<file path="config.mk">
export PLATFORM = sky130hd
export DESIGN_NAME = load_unit
export DESIGN_NICKNAME = d
export VERILOG_FILES = /design/src/rtl/load_unit.sv
export SDC_FILE = /design/constraint.sdc
export NUM_CORES = 1
export LEC_CHECK = 0
export ABC_AREA = 1
export CAP_MARGIN = 20
export CORE_MARGIN = 2
export CORE_UTILIZATION = 23
export CTS_CLUSTER_SIZE = 10
export DETAILED_ROUTE_END_ITERATION = 7
export GPL_TIMING_DRIVEN = 0
export PLACE_DENSITY = 0.51
export SLEW_MARGIN = 20
export SYNTH_ARGS = -nofsm -noshare
export SYNTH_HDL_FRONTEND = slang
export SYNTH_SLANG_ARGS = --single-unit
</file>
<file path="constraint.sdc">
create_clock -name CLK -period 3.95 [get_ports CLK]
set_input_delay 0.79 -clock CLK [delete_from_list [all_inputs] [get_ports CLK]]
set_output_delay 0.79 -clock CLK [all_outputs]
set_load 0.05 [all_outputs]
</file>
<file path="src/rtl/load_unit.sv">
`default_nettype none
// ============================================================================
// Module   : load_unit
// Purpose  : Memory-stage load path. Issues word reads to a 1-cycle-latency
//            synchronous memory, splits word-crossing loads into two reads and
//            returns the sign/zero-extended byte, half or word.
// Revision : 1.0 - initial release
// ============================================================================
module load_unit #(
    parameter int SUPPORT_MISALIGNED = 1,
    parameter int ADDR_WIDTH         = 32
) (
    input  logic                  CLK,
    input  logic                  RESET,
    input  logic                  ReqValid,
    output logic                  ReqReady,
    input  logic [2:0]            Funct3,
    input  logic [ADDR_WIDTH-1:0] Addr,
    output logic                  MemRead,
    output logic [ADDR_WIDTH-1:0] MemAddr,
    input  logic [31:0]           MemReadData,
    output logic                  RespValid,
    output logic [31:0]           RespData,
    output logic                  Error,
    output logic                  Busy
);

    typedef enum logic [1:0] {
        IDLE    = 2'd0,
        WAIT_LO = 2'd1,
        WAIT_HI = 2'd2
    } stateType;

    stateType               r_state;
    logic [2:0]             r_funct3;
    logic [1:0]             r_offset;
    logic [ADDR_WIDTH-3:0]  r_wordAddr;
    logic                   r_misaligned;
    logic [31:0]            r_lo;

    logic        w_accept;
    logic        w_illegal;
    logic        w_misReq;
    logic        w_errReq;
    logic [31:0] w_lo;
    logic [23:0] w_hi;
    logic [31:0] w_aligned;
    logic [31:0] w_result;

    function automatic logic [31:0] extendLoad(input logic [2:0] f3, input logic [31:0] t);
        case (f3)
            3'b000:  extendLoad = {{24{t[7]}}, t[7:0]};
            3'b001:  extendLoad = {{16{t[15]}}, t[15:0]};
            3'b100:  extendLoad = {24'd0, t[7:0]};
            3'b101:  extendLoad = {16'd0, t[15:0]};
            default: extendLoad = t;
        endcase
    endfunction

    assign ReqReady  = (r_state == IDLE);
    assign Busy      = (r_state != IDLE);
    assign w_accept  = ReqValid && ReqReady;
    assign w_illegal = (Funct3 == 3'b011) || (Funct3[2:1] == 2'b11);
    assign w_misReq  = ((Funct3[1:0] == 2'b10) && (Addr[1:0] != 2'b00)) ||
                       ((Funct3[1:0] == 2'b01) && (Addr[1:0] == 2'b11));
    assign w_errReq  = w_illegal || (w_misReq && (SUPPORT_MISALIGNED == 0));

    // In WAIT_HI the low word comes from r_lo and the upper one from memory;
    // only hi[23:0] can ever reach the low 32 bits of the shifted pair.
    assign w_lo = (r_state == WAIT_HI) ? r_lo : MemReadData;
    assign w_hi = (r_state == WAIT_HI) ? MemReadData[23:0] : 24'd0;

    always_comb begin
        w_aligned = w_lo;
        case (r_offset)
            2'd1:    w_aligned = {w_hi[7:0],  w_lo[31:8]};
            2'd2:    w_aligned = {w_hi[15:0], w_lo[31:16]};
            2'd3:    w_aligned = {w_hi[23:0], w_lo[31:24]};
            default: w_aligned = w_lo;
        endcase
    end

    assign w_result = extendLoad(r_funct3, w_aligned);

    always_comb begin
        MemRead = 1'b0;
        MemAddr = '0;
        if ((r_state == IDLE) && w_accept && !w_errReq) begin
            MemRead = 1'b1;
            MemAddr = {Addr[ADDR_WIDTH-1:2], 2'b00};
        end else if ((r_state == WAIT_LO) && r_misaligned) begin
            MemRead = 1'b1;
            MemAddr = {r_wordAddr + (ADDR_WIDTH-2)'(1), 2'b00};
        end
    end

    always_ff @(posedge CLK or posedge RESET) begin
        if (RESET) begin
            r_state      <= IDLE;
            r_funct3     <= 3'd0;
            r_offset     <= 2'd0;
            r_wordAddr   <= '0;
            r_misaligned <= 1'b0;
            r_lo         <= 32'd0;
            RespValid    <= 1'b0;
            RespData     <= 32'd0;
            Error        <= 1'b0;
        end else begin
            RespValid <= 1'b0;
            case (r_state)
                IDLE: begin
                    if (w_accept) begin
                        r_funct3   <= Funct3;
                        r_offset   <= Addr[1:0];
                        r_wordAddr <= Addr[ADDR_WIDTH-1:2];
                        if (w_errReq) begin
                            RespValid <= 1'b1;
                            RespData  <= 32'd0;
                            Error     <= 1'b1;
                        end else begin
                            r_misaligned <= w_misReq;
                            r_state      <= WAIT_LO;
                        end
                    end
                end
                WAIT_LO: begin
                    if (r_misaligned) begin
                        r_lo    <= MemReadData;
                        r_state <= WAIT_HI;
                    end else begin
                        RespValid <= 1'b1;
                        RespData  <= w_result;
                        Error     <= 1'b0;
                        r_state   <= IDLE;
                    end
                end
                WAIT_HI: begin
                    RespValid <= 1'b1;
                    RespData  <= w_result;
                    Error     <= 1'b0;
                    r_state   <= IDLE;
                end
                default: r_state <= IDLE;
            endcase
        end
    end

endmodule
`default_nettype wire

</file>
### Word-level counts from Yosys, hierarchy flattened

Cells that the tools add are included.

* reduce and logical (&&, ||, !) cells: 19
* mux-type cells: 24
* eq/ne operators: 17
* add/subtract/negate cells: 1
* bitwise gates (word level): 1

Operators by type and width (count)
* 32-bit 2-to-1 mux: 6
* 32-bit case mux with 3 select lines: 2
* 32-bit case mux with 4 select lines: 1
* 30-bit by 1-bit adder with 30-bit output (second input constant): 1
* 24-bit 2-to-1 mux: 1
* 2-bit equality test (second input constant): 6
* 1-bit 2-to-1 mux: 8
* 2-bit by 1-bit equality test with 1-bit output (second input constant): 3
* 3-bit equality test (second input constant): 2
* 1-bit logical AND: 6
* 2-bit 2-to-1 mux: 3
* 1-bit case mux with 3 select lines: 2
* 2-bit AND reduction: 3
* 2-bit by 1-bit inequality test with 1-bit output (second input constant): 2
* 2-bit inequality test (second input constant): 2
* 2-bit case mux with 2 select lines: 1
* 4-bit AND reduction: 1
* 2-bit nonzero test: 2
* 3-bit by 1-bit equality test with 1-bit output (second input constant): 1
* 3-bit by 2-bit equality test with 1-bit output (second input constant): 1
* 3-bit zero test: 1
* 3-bit AND reduction: 1
* 3-bit nonzero test: 1
* 2-bit zero test: 1
* 3 further kinds: 4

* bits in registers: 104
* input port bits: 70

### Depth between registers and ports, before layout

* word-level depth: 6
* mapped depth: 14
* depth with buffers taken out: 13

### Least setup slack after synthesis

No wires, ideal clock.

* path type: register -> output
* from: register r_state[0]
* to: output port MemAddr[15]
* required time: 3160 ps
* data arrival time: 2843 ps
* cell stages (with the launch flop): 8
* buffers on the path: 1
* setup slack: 317 ps
* cell sequence: dfrtp_1 inv_1 ha_1 nand2_2 inv_2 buf_1 nand2_1 o21ai_0

* cells in the longest elaborated chain, start to end: 5
* elaborated cells on any way between the ends: 8
* those cells by class: 1 x eq/ne; 2 x mux; 5 x reduce/logical

Ends and longest elaborated chain
* from (decl): RTL line 34 `stateType r_state;`
* from (signal assigned): RTL line 99 `r_state <= IDLE;`
* from (signal assigned): RTL line 122 `r_state <= WAIT_LO;`
* from (signal assigned): RTL line 129 `r_state <= WAIT_HI;`
* 2-bit zero test *: RTL line 60 `assign ReqReady = (r_state == IDLE);`
* named net ReqReady: RTL line 16 `output logic ReqReady,`
* 1-bit logical AND: RTL line 62 `assign w_accept = ReqValid && ReqReady;`
* 1-bit logical AND * (2 in a row): RTL line 88 `if ((r_state == IDLE) && w_accept && !w_errReq) begin`
* 32-bit 2-to-1 mux *: RTL line 88
* to (decl): RTL line 20 `output logic [ADDR_WIDTH-1:0] MemAddr,`

Mark *: on every way through the listed nets, which the timed path passes. The rest lies on a longest branch.

### Final worst setup path

* from: input port Funct3[0]
* to: output port MemAddr[10]

* cells in the longest elaborated chain, start to end: 5

Ends and longest elaborated chain
* from (decl): RTL line 17 `input logic [2:0] Funct3,`
* 3-bit by 2-bit equality test with 1-bit output: RTL line 63 `assign w_illegal = (Funct3 == 3'b011) || (Funct3[2:1] == 2'b11);`
* 1-bit logical OR: RTL line 63
* 1-bit zero test: RTL line 88
* 1-bit logical AND: RTL line 88
* 32-bit 2-to-1 mux: RTL line 88

No other way between the ends.

==> flow_results.org <==
** Status
- The flow ran to the end, and the final reports show no timing, DRC or antenna violations.

** Setup path
- Broken down by cell family, the worst path's largest delay share belongs to buffers and inverters.
- Maximum cell stage delay along the critical path :: 630 ps
- Cell Chain, Critical Path :: clkdlybuf4s50_1 -> o21ai_2 -> nand2_2 -> nand2_1 -> inv_2 -> o21ai_0 -> o22ai_1 -> clkdlybuf4s15_1
- Startpoint type of the worst setup path :: input port
- Data on the critical path is required at its endpoint by 3160 ps.
- Crit. End Element :: output pin
- Data arrival time of the worst path :: 3070 ps
- Crit path max-delay cell type :: clkdlybuf4s50_1
- The critical path contains buffers and inverters numbering 3 combined.
- The setup path with the least slack is of type in -> out.
- Maximum fanout count along the critical path :: 9

** Synth
- Yosys printed 0 warnings.
- Gate count of the mapped netlist :: 1015
- Sequential-to-total area share from yosys stat :: 0.393
- Post-synth design cell area :: 6620 um^2
- Post-synthesis sequential element count :: 104
- The largest total area in the synthesized netlist belongs to dfrtp_1.
- Counting flops with a built-in enable in the synthesized netlist gives 0.
- In the synthesized netlist the async set-or-reset flop fraction comes to 1.00.
- After synthesis, the netlist uses 35 different library cells.
- Portion of synthesized cell area occupied by the leading cell type :: 0.393
- Synth Flop Type :: dfrtp_1
- By area the synthesized netlist is led by dfrtp_1 (39%), nand2_1 (23%), o21ai_0 (11%).
- The average instance in the mapped netlist occupies 6.52 um^2.

** Clocking
- After clock tree synthesis, the clock-pin slew on the worst setup and hold paths is 70 ps.
- The number of setup buffers added after CTS is 0.
- The later pin in the worst-skew pair is clocked with a latency of 360 ps.
- In this run the deepest clock path goes through 2 buffers.
- # clock sinks :: 104
- Buffers inserted during clock tree synthesis total 9.
- Hold-fix buffers, CTS :: 0
- Clock tree from TritonCTS :: built
- The H-tree was split into 3 levels.
- The cell sitting at the root of the clock tree is a clkbuf_16.

** Global route
- Vias in the first global route :: 7123
- Overflow left after global routing :: 0
- Entering global routing, the biggest net connects 62 pins.
- Tot GR Track Use :: 0.173
- Antenna violations before repair :: 0
- First-pass GRT wire length :: 40300 um

** Routing
- The count of nets left with antenna violations once routing finished came out at 0.
- Iteration count of the initial detailed-routing pass :: 5
- Number of DRC markers in iteration 0 :: 531
- After detailed routing, the total wire length is 25700 um.
- Avg Vias per Cell :: 4.59
- Average routed wire per standard cell :: 16.6 um
- Via count :: 7117
- After detailed routing, the number of remaining DRC violations is 0.

** Pwr
- In this run the static leakage power is 4.13 nW.
- Dividing total power by cell area gives a power density of 751 nW/um^2.
- Post-route total power :: 6.58 mW
- Peak VDD IR :: 283 uV

** Layout
- Filler cells :: 3252
- Share of post-route cells with drive strength above 1 :: 0.0711
- Most common library cell in the layout ignoring fill and taps :: nand2_1
- Summing all multi-input logic gate instances after layout gives 3400 um^2.
- The finished cells cover 8760 um^2.
- From synthesis to final layout, the design area changed by 32.4%.
- Final layout net count :: 1239
- Leaving out fill and tap cells, the most frequent cells in the layout are nand2_1 (397), o21ai_0 (144), clkdlybuf4s50_1 (106).
- Antenna Cells :: 0
- Final standard cell utilization of the core :: 0.307
- Register area :: 2600 um^2

** Die
- Top-Level Pins :: 139
- Height of the die :: 174 um
- Horiz. Die Dim :: 174 um
- Area of the die :: 30200 um^2
- The core region is 28500 um^2.
- Starting utilization of the core area :: 0.232
- Std cell rows :: 62

** Timing
- The worst pin sits at a relative slew slack of 0.527.
- Peak Freq :: 259 MHz
- Worst hold slack :: 479 ps
- Final hold violation count :: 0
- Fin crit share :: 0.978
- Setup violations remaining at the end of the flow were counted as 0.
- Setup repair after global routing missed its margin :: false
- Worst Tran Pin Value :: 703 ps
- The final-report max-slew violation count is 0.
- Clock skew after layout :: 8.76 ps
- The worst path in the final design needs a cycle of 3860 ps, including I/O delays and setup.

** Place
- Once detailed placement completed, the half-perimeter wirelength came to 20300 um.
- Post-Place Cell Area :: 8500 um^2
- GPL Wtd Cong :: 0.894
- Number of buffers inserted by port buffering :: 136

** Job
- Max-cap violations in this run came to 0.

** Hold path
- The min-delay analysis places its worst path in the category reg -> reg.
[layout make-up]
type | count | area share
Sequential cell | 104 | 0.297
Tap cell | 384 | 0.0548
Timing Repair Buffer | 137 | 0.156
Inverter | 110 | 0.0485
Clock inverter | 6 | 0.00400
Clock buffer | 10 | 0.0273
Multi-Input combinational cell | 758 | 0.388
Buffer | 43 | 0.0241
[per-layer routing]
layer	vias to the layer above	track usage	routed length [um]
met5	-	0	0
met4	0	0.0392	377
met3	22	0.0254	1220
met2	217	0.300	12400
met1	3358	0.227	11800
li1	3520	-	-
[worst min-delay path, cell delays in order (launching register included)]
cell	delay [ps]
dfrtp_1	350
nand2_1	50
nand2_1	50
[metrics by stage]
step	setup slack [ps]	instances	TNS, ps
2_1_floorplan	317	1016	0
3_3_place_gp	-1520	1536	-167420
3_5_place_dp	-513	1537	-9960
4_1_cts	4.94	1552	0
5_1_grt	0.979	1552	0
6_report	86.0	1552	0
[what timing repair did]
action                     CTS  global route
pin swaps                    0             0
cloned                       0             0
gates resized for setup     75             5
setup endpoints to repair   30            29
[logic make-up after synthesis]
| group | after synthesis | synth area share |
|---|---|---|
| XOR/XNOR | 5 | 0.00661 |
| flip-flops | 104 | 0.393 |
| adder cells (fa/ha/maj) | 6 | 0.0113 |
| other | 1 | 0.000566 |
| AND/OR/NAND/NOR | 535 | 0.327 |
| buffers and inverters | 154 | 0.0950 |
| AO/OA/AOI/OAI | 210 | 0.166 |
[synth_stat cells (6+ instances only)]
cell type / instances
nand3_1: 30
inv_2: 6
o21ai_0: 144
o22ai_1: 12
nand2_1: 397
inv_1: 102
nand4_1: 9
clkbuf_1: 21
buf_2: 15
nand2_2: 10
nor3_1: 17
a21oi_1: 34
ha_1: 6
dfrtp_1: 104
o21ai_1: 9
nor2_1: 63
[registers in the layout, summed over array words and instances (netlist names)]
register	flops
RespData	32
r_state	2
r_misaligned	1
r_lo	32
r_funct3	3
Error	1
r_wordAddr	30
RespValid	1
r_offset	2
[path summary, 6_finish.rpt]
kind / end / cells after the start / slack (ps) / from
max in group asynchronous: r_lo[13]$_DFFE_PP0P_ / 3 / 2440 / RESET
worst min-delay path: RespData[4]$_DFFE_PP0P_ / 2 / 480 / RespData[4]$_DFFE_PP0P_
worst min register to register: RespData[4]$_DFFE_PP0P_ / 2 / 480 / RespData[4]$_DFFE_PP0P_
worst max-delay path: MemAddr[10] / 8 / 90 / Funct3[0]
min in group asynchronous: r_wordAddr[3]$_DFFE_PP0P_ / 2 / 830 / RESET
worst max register to register: RespData[19]$_DFFE_PP0P_ / 11 / 1680 / r_state[0]$_DFFE_PP0P_
[power breakdown]
part	switching [mW]	total, mW	internal (mW)
clock network	0.427	0.868	0.441
logic	2.70	3.84	1.14
registers	0.352	1.87	1.52
Note: power is estimated with default switching activity, not from simulation.
